## config.mk

```make
export PLATFORM = sky130hd
export DESIGN_NAME = pixel_word_cache
export DESIGN_NICKNAME = d
export VERILOG_FILES = /design/src/rtl/pixel_cache_pkg.sv /design/src/rtl/pixel_cache_line_store.sv /design/src/rtl/pixel_word_cache.sv
export SDC_FILE = /design/constraint.sdc
export NUM_CORES = 1
export LEC_CHECK = 0
export ABC_AREA = 0
export CORE_AREA = 3 3 137 139
export DETAILED_ROUTE_END_ITERATION = 8
export DIE_AREA = 0 0 140 142
export PLACE_DENSITY_LB_ADDON = 0.08
export SKIP_LAST_GASP = 1
export SYNTH_ARGS = -nofsm -noshare
export SYNTH_HDL_FRONTEND = slang
export SYNTH_SLANG_ARGS = --single-unit
```

## constraint.sdc

```tcl
create_clock -name clk -period 5.29 [get_ports clk]
set_clock_uncertainty 0.2 [all_clocks]
set_input_delay 1.058 -clock clk [delete_from_list [all_inputs] [get_ports clk]]
set_output_delay 1.058 -clock clk [all_outputs]
set_load 0.02 [all_outputs]
```

## src/rtl/pixel_cache_pkg.sv

```systemverilog
// Shared types and address helpers for the packed 1bpp pixel word cache.
package pixel_cache_pkg;

  typedef enum logic [1:0] {
    S_IDLE,
    S_FETCH,
    S_DONE
  } state_e;

  // Word holding pixel (x,y) in a row-major image packed word_w pixels per word.
  function automatic logic [31:0] word_addr(input logic [31:0] x, input logic [31:0] y,
                                            input int img_w, input int word_w);
    return y * 32'(img_w / word_w) + x / 32'(word_w);
  endfunction

  // Pixel 0 of each word sits in the MSB.
  function automatic logic [31:0] bit_index(input logic [31:0] x, input int word_w);
    return 32'(word_w - 1) - (x % 32'(word_w));
  endfunction

endpackage

```

## src/rtl/pixel_cache_line_store.sv

```systemverilog
// Fully associative word store: parallel tag match, single-slot install, bulk invalidate.
module pixel_cache_line_store #(
  parameter int NUM_LINES = 4,
  parameter int WORD_W    = 8,
  parameter int ADDR_W    = 16,
  parameter int IDX_W     = 2
) (
  input  logic              clk_i,
  input  logic              rst_i,
  input  logic [ADDR_W-1:0] lookup_tag_i,
  output logic              hit_o,
  output logic [WORD_W-1:0] hit_data_o,
  input  logic              flush_i,
  input  logic              install_i,
  input  logic [IDX_W-1:0]  install_idx_i,
  input  logic [ADDR_W-1:0] install_tag_i,
  input  logic [WORD_W-1:0] install_data_i
);

  logic [NUM_LINES-1:0] valid_q;
  logic [ADDR_W-1:0]    tag_q  [NUM_LINES];
  logic [WORD_W-1:0]    data_q [NUM_LINES];

  // Tags are unique among valid lines, so at most one slot can match.
  always_comb begin
    hit_o      = 1'b0;
    hit_data_o = '0;
    for (int i = 0; i < NUM_LINES; i++) begin
      if (valid_q[i] && (tag_q[i] == lookup_tag_i)) begin
        hit_o      = 1'b1;
        hit_data_o = data_q[i];
      end
    end
  end

  always_ff @(posedge clk_i or posedge rst_i) begin
    if (rst_i) begin
      valid_q <= '0;
      for (int i = 0; i < NUM_LINES; i++) begin
        tag_q[i]  <= '0;
        data_q[i] <= '0;
      end
    end else if (flush_i) begin
      valid_q <= '0;
    end else if (install_i) begin
      valid_q[install_idx_i] <= 1'b1;
      tag_q[install_idx_i]   <= install_tag_i;
      data_q[install_idx_i]  <= install_data_i;
    end
  end

endmodule

```

## src/rtl/pixel_word_cache.sv

```systemverilog
// Pixel lookup front-end: coordinate-to-word translation, cache FSM, RAM fetch timing and stats.
// state   | meaning
// S_IDLE  | after reset, no result yet, request may be issued
// S_FETCH | RAM read in flight, waiting RD_LAT cycles for rdata
// S_DONE  | pixel valid (ready=1), request may be issued
module pixel_word_cache
  import pixel_cache_pkg::*;
#(
  parameter int IMG_W     = 640,
  parameter int IMG_H     = 480,
  parameter int COORD_W   = 10,
  parameter int WORD_W    = 8,
  parameter int ADDR_W    = 16,
  parameter int RD_LAT    = 1,
  parameter int NUM_LINES = 4,
  parameter int STAT_W    = 16
) (
  input  logic               clk,
  input  logic               reset,
  input  logic [COORD_W-1:0] x,
  input  logic [COORD_W-1:0] y,
  input  logic               request,
  input  logic               flush,
  output logic               pixel,
  output logic               ready,
  output logic [ADDR_W-1:0]  rdaddress,
  input  logic [WORD_W-1:0]  rdata,
  output logic [STAT_W-1:0]  hit_count,
  output logic [STAT_W-1:0]  miss_count
);

  localparam int IDX_W = (NUM_LINES > 1) ? $clog2(NUM_LINES) : 1;
  localparam int BIT_W = (WORD_W > 1) ? $clog2(WORD_W) : 1;
  localparam int LAT_W = $clog2(RD_LAT + 1);

  state_e            state_q, state_d;
  logic [LAT_W-1:0]  lat_q, lat_d;
  logic [IDX_W-1:0]  rr_q, rr_d;
  logic [BIT_W-1:0]  bidx_q, bidx_d;
  logic              pixel_q, pixel_d;
  logic [ADDR_W-1:0] rdaddr_q, rdaddr_d;
  logic [STAT_W-1:0] hit_q, hit_d;
  logic [STAT_W-1:0] miss_q, miss_d;
  logic              pend_flush_q, pend_flush_d;

  logic              in_range;
  logic [ADDR_W-1:0] waddr;
  logic [BIT_W-1:0]  bidx_now;
  logic              ls_hit;
  logic [WORD_W-1:0] ls_data;
  logic              install;

  assign in_range = (32'(x) < IMG_W) && (32'(y) < IMG_H);
  assign waddr    = ADDR_W'(word_addr(32'(x), 32'(y), IMG_W, WORD_W));
  assign bidx_now = BIT_W'(bit_index(32'(x), WORD_W));

  pixel_cache_line_store #(
    .NUM_LINES(NUM_LINES),
    .WORD_W   (WORD_W),
    .ADDR_W   (ADDR_W),
    .IDX_W    (IDX_W)
  ) u_store (
    .clk_i         (clk),
    .rst_i         (reset),
    .lookup_tag_i  (waddr),
    .hit_o         (ls_hit),
    .hit_data_o    (ls_data),
    .flush_i       (flush),
    .install_i     (install),
    .install_idx_i (rr_q),
    .install_tag_i (rdaddr_q),
    .install_data_i(rdata)
  );

  always_ff @(posedge clk or posedge reset) begin
    if (reset) begin
      state_q      <= S_IDLE;
      lat_q        <= '0;
      rr_q         <= '0;
      bidx_q       <= '0;
      pixel_q      <= 1'b0;
      rdaddr_q     <= '0;
      hit_q        <= '0;
      miss_q       <= '0;
      pend_flush_q <= 1'b0;
    end else begin
      state_q      <= state_d;
      lat_q        <= lat_d;
      rr_q         <= rr_d;
      bidx_q       <= bidx_d;
      pixel_q      <= pixel_d;
      rdaddr_q     <= rdaddr_d;
      hit_q        <= hit_d;
      miss_q       <= miss_d;
      pend_flush_q <= pend_flush_d;
    end
  end

  always_comb begin
    state_d      = state_q;
    lat_d        = lat_q;
    rr_d         = rr_q;
    bidx_d       = bidx_q;
    pixel_d      = pixel_q;
    rdaddr_d     = rdaddr_q;
    hit_d        = hit_q;
    miss_d       = miss_q;
    pend_flush_d = pend_flush_q;
    install      = 1'b0;
    case (state_q)
      S_IDLE, S_DONE: begin
        if (request) begin
          if (!in_range) begin
            state_d = S_DONE;
            pixel_d = 1'b0;
          end else if (ls_hit && !flush) begin
            // A same-cycle flush wins, so the lookup falls through to a miss.
            state_d = S_DONE;
            pixel_d = ls_data[bidx_now];
            if (hit_q != '1) hit_d = hit_q + STAT_W'(1);
          end else begin
            state_d      = S_FETCH;
            rdaddr_d     = waddr;
            lat_d        = LAT_W'(RD_LAT);
            bidx_d       = bidx_now;
            pend_flush_d = 1'b0;
            if (miss_q != '1) miss_d = miss_q + STAT_W'(1);
          end
        end
      end
      S_FETCH: begin
        if (flush) pend_flush_d = 1'b1;
        if (lat_q != '0) begin
          lat_d = lat_q - LAT_W'(1);
        end else begin
          state_d      = S_DONE;
          pixel_d      = rdata[bidx_q];
          pend_flush_d = 1'b0;
          // A flush seen anywhere during the fetch makes the fetched word stale.
          if (!(flush || pend_flush_q)) begin
            install = 1'b1;
            rr_d    = (rr_q == IDX_W'(NUM_LINES - 1)) ? '0 : rr_q + IDX_W'(1);
          end
        end
      end
      default: state_d = S_IDLE;
    endcase
  end

  assign pixel      = pixel_q;
  assign ready      = (state_q == S_DONE);
  assign rdaddress  = rdaddr_q;
  assign hit_count  = hit_q;
  assign miss_count = miss_q;

endmodule
```

==> flow_metrics.tcl <==
set metrics [dict create \
    outcome "complete, no violations" \
    fin_cells 1279 \
    irDropWorstVdd_v 0.000386 \
    worst_pin_slew_ns 0.740 \
    synth.top_cells.by_area "dfrtp_1 42%, mux2_2 13%, xnor2_1 5.5%, xnor3_1 3.9%, ha_1 3.4%" \
    ys.flop_type "dfrtp_1" \
    avgSynthCellArea_sq_um 11.4 \
    crit_type "primary input to flop" \
    cts_tree "done" \
    synth_edf_count 0 \
    syn_nets 876 \
    final.setup.worst_slack_ns 0.117 \
    r2r_cells 14 \
    whs_ns 0.290 \
    pre_cts_slack_ns -0.772 \
    async_reset_ff_frac 1.00 \
    crit_end "pixel" \
    syn_area_sq_um 9320 \
    vias_per_cell 5.83 \
    critPathRequiredTime_ns 5.41 \
    final.min_clock_period_ns 5.17 \
    timing.fmax_ghz 0.193 \
    drtAntennaViolNets 0 \
    power_density_nw_per_um2 411 \
    hold_class "flop to flop" \
    post-route-period-util 0.978 \
    grt_overflow_total 0 \
    worst_ep_arrival_time_ns 5.29 \
    num_rows 49 \
    layout.nets 1096 \
    coreArea_sq_um 17800 \
    drtIter0Drc 424 \
    layout-drive-gt1-share 0.369 \
    ios 82 \
    drc_errors 0 \
    drtPass1Iterations 5 \
    regArea_sq_um 3950 \
    numCtsBuffers 17 \
    synth_xor_area_frac 0.133 \
    synth-simple-area-share 0.148 \
    synth_most_common_cell "dfrtp_1" \
    syn_inst 817 \
    grt_pass1_vias 7827 \
    drv_cap 0 \
    die_area_sq_um 19900 \
    yosys.area.top_type "dfrtp_1" \
    routed_wl_mm 25.1 \
    endpoint_kind "flop" \
    die_w_um 140 \
    yosys_warnings 0 \
    numPortBuffers 81 \
    place_area_sq_um 11300 \
    hpwlAfterDp_mm 17.8 \
    path_max_fanout 4 \
    p_leak_nw 5.66 \
    multi_input_area_sq_um 5570 \
    drv_slew 0 \
    startpoint_type "primary input" \
    hold_viol_final 0 \
    final_area_sq_um 12500 \
    r2r_end "pixel" \
    cts_sinks 158 \
    rr_startpoint "u_store.tag_q[3]" \
    dp_cells 1229 \
    synth_mux_area_frac 0.142 \
    start_util 0.524 \
    seq_area_frac_synth 0.424 \
    ys_seq_elements 158 \
    synth-compound-area-share 0.0905 \
    relSlewSlack 0.505 \
    die_h_um 142 \
    grt_max_degree 74 \
    rsz0062_at_grt "true" \
    startpoint "y[3]" \
    cts-root-buf "clkbuf_16" \
    gp_congestion 0.970 \
    reg2reg_slack_ns 1.69 \
    vias 7452 \
    clk_pin_slew_ns 0.07 \
    clk_latency_ns 0.43 \
    grt_pass1_wl_mm 40.7 \
    setup_violations 0 \
    fillers 1312 \
    grt_usage 0.255 \
    wl_per_cell_um 19.6 \
    synth_top_family_by_area "simple AND/OR/NAND/NOR gates" \
    clock_path_buffers 2 \
    synth_common_cells "158 x dfrtp_1, 109 x mux2_2, 59 x xnor2_1, 42 x nand2_1, 37 x nor2_1" \
    synthAdderAreaFrac 0.0379 \
    cts_max_level 4 \
    num_antenna_cells 0 \
    area_growth_pct 33.9 \
    ys_types 83 \
    antenna_found_initial 0 \
    yosysTopAreaCellShare 0.424 \
]
## layout by cell type, fill, tap and decap left out, types with 5 or more instances in the layout
cell / instances
dfrtp_1: 158
buf_4: 147
mux2_2: 109
clkdlybuf4s50_1: 76
xnor2_1: 50
nand2_1: 42
nor2_1: 37
xor2_1: 28
nand3_1: 23
inv_1: 22
nand4_1: 21
o21ai_0: 21
nor3_1: 19
ha_1: 18
clkbuf_16: 17
xnor3_1: 15
nor4_1: 14
a21oi_1: 14
and3_1: 13
xnor2_2: 8
o211ai_1: 8
nor4_2: 8
nand4b_1: 6
inv_6: 6
nand2b_1: 5
and2_1: 5
mux2i_1: 5
ha_4: 5
## critical path, stage by stage
cell,delay (ns)
buf_4,0.12
ha_4,0.27
ha_4,0.13
inv_2,0.03
fa_2,0.54
and2b_2,0.25
a221oi_2,0.24
buf_4,0.17
buf_6,0.12
xnor2_4,0.12
nand4b_1,0.20
nor4_4,0.35
o2111ai_2,0.20
a2111oi_4,0.47
buf_4,0.22
inv_1,0.04
o2111ai_1,0.10
o2bb2a_4,0.19
o41ai_2,0.32
a31oi_1,0.11
## sequential cells by signal (all words and copies together) (netlist names), 3 cells and up
register         flops
bidx_q               3
u_store.data_q      32
u_store.valid_q      4
rdaddress           16
u_store.tag_q       64
miss_count          16
hit_count           16
## power by group
group | leakage (nW) | internal, mW | switching [mW]
logic | 3.24 | 1.07 | 0.860
registers | 2.11 | 1.56 | 0.335
clock network | 0.310 | 0.738 | 0.565
## metrics by stage
| step | TNS (ns) | util | power, mW |
|---|---|---|---|
| 6_report | 0 | 0.701 | 5.12 |
| 5_1_grt | -0.0976 | 0.701 | 5.41 |
| 4_1_cts | 0 | 0.684 | 5.05 |
| 3_5_place_dp | -26.38 | 0.636 | 3.67 |
| 3_3_place_gp | -23.21 | 0.636 | 3.59 |
| 2_1_floorplan | 0 | - | 2.94 |
## cell families (layout without fill, tap and decap cells)
| logic type | after synthesis | after routing |
|---|---|---|
| buffers and inverters | 53 | 286 |
| DFF | 158 | 158 |
| AOI/OAI and AO/OA | 109 | 109 |
| xor gates and xnor gates | 110 | 110 |
| adders and majority gates | 27 | 27 |
| muxes | 116 | 116 |
| and+or+nand+nor | 244 | 244 |
## layout make-up
class	instances	share of cell area
Inverter	24	0.00752
Clock inverter	14	0.0153
Sequential cell	158	0.317
Tap cell	229	0.0230
Multi-Input combinational cell	606	0.446
Timing Repair Buffer	230	0.156
Clock buffer	18	0.0352
## per-layer routing
layer  track usage  part of all wire
met5             0                 0
met4        0.0597             0.018
met3        0.0484             0.046
met2         0.430              0.50
met1         0.347              0.44
## worst min-delay path by stage
| stage | start | to | cells after the start |
|---|---|---|---|
| floorplan | bidx_q[2] | bidx_q[2] | 2 |
| global placement | bidx_q[2] | bidx_q[2] | 2 |
| detailed placement | hit_count[7] | hit_count[7] | 1 |
| CTS | miss_count[6] | miss_count[6] | 1 |
| global route | miss_count[6] | miss_count[6] | 1 |
| finish | miss_count[6] | miss_count[6] | 1 |
## repair_timing
action,in CTS,in global routing
endpoints found under the hold margin,0,0
gates resized for setup,42,57
pin swaps,28,22
setup endpoints to repair,35,38
setup buffers,12,7
cloned,0,0
hold buffers,0,0
No activity file was read; power rests on OpenSTA's default activity.
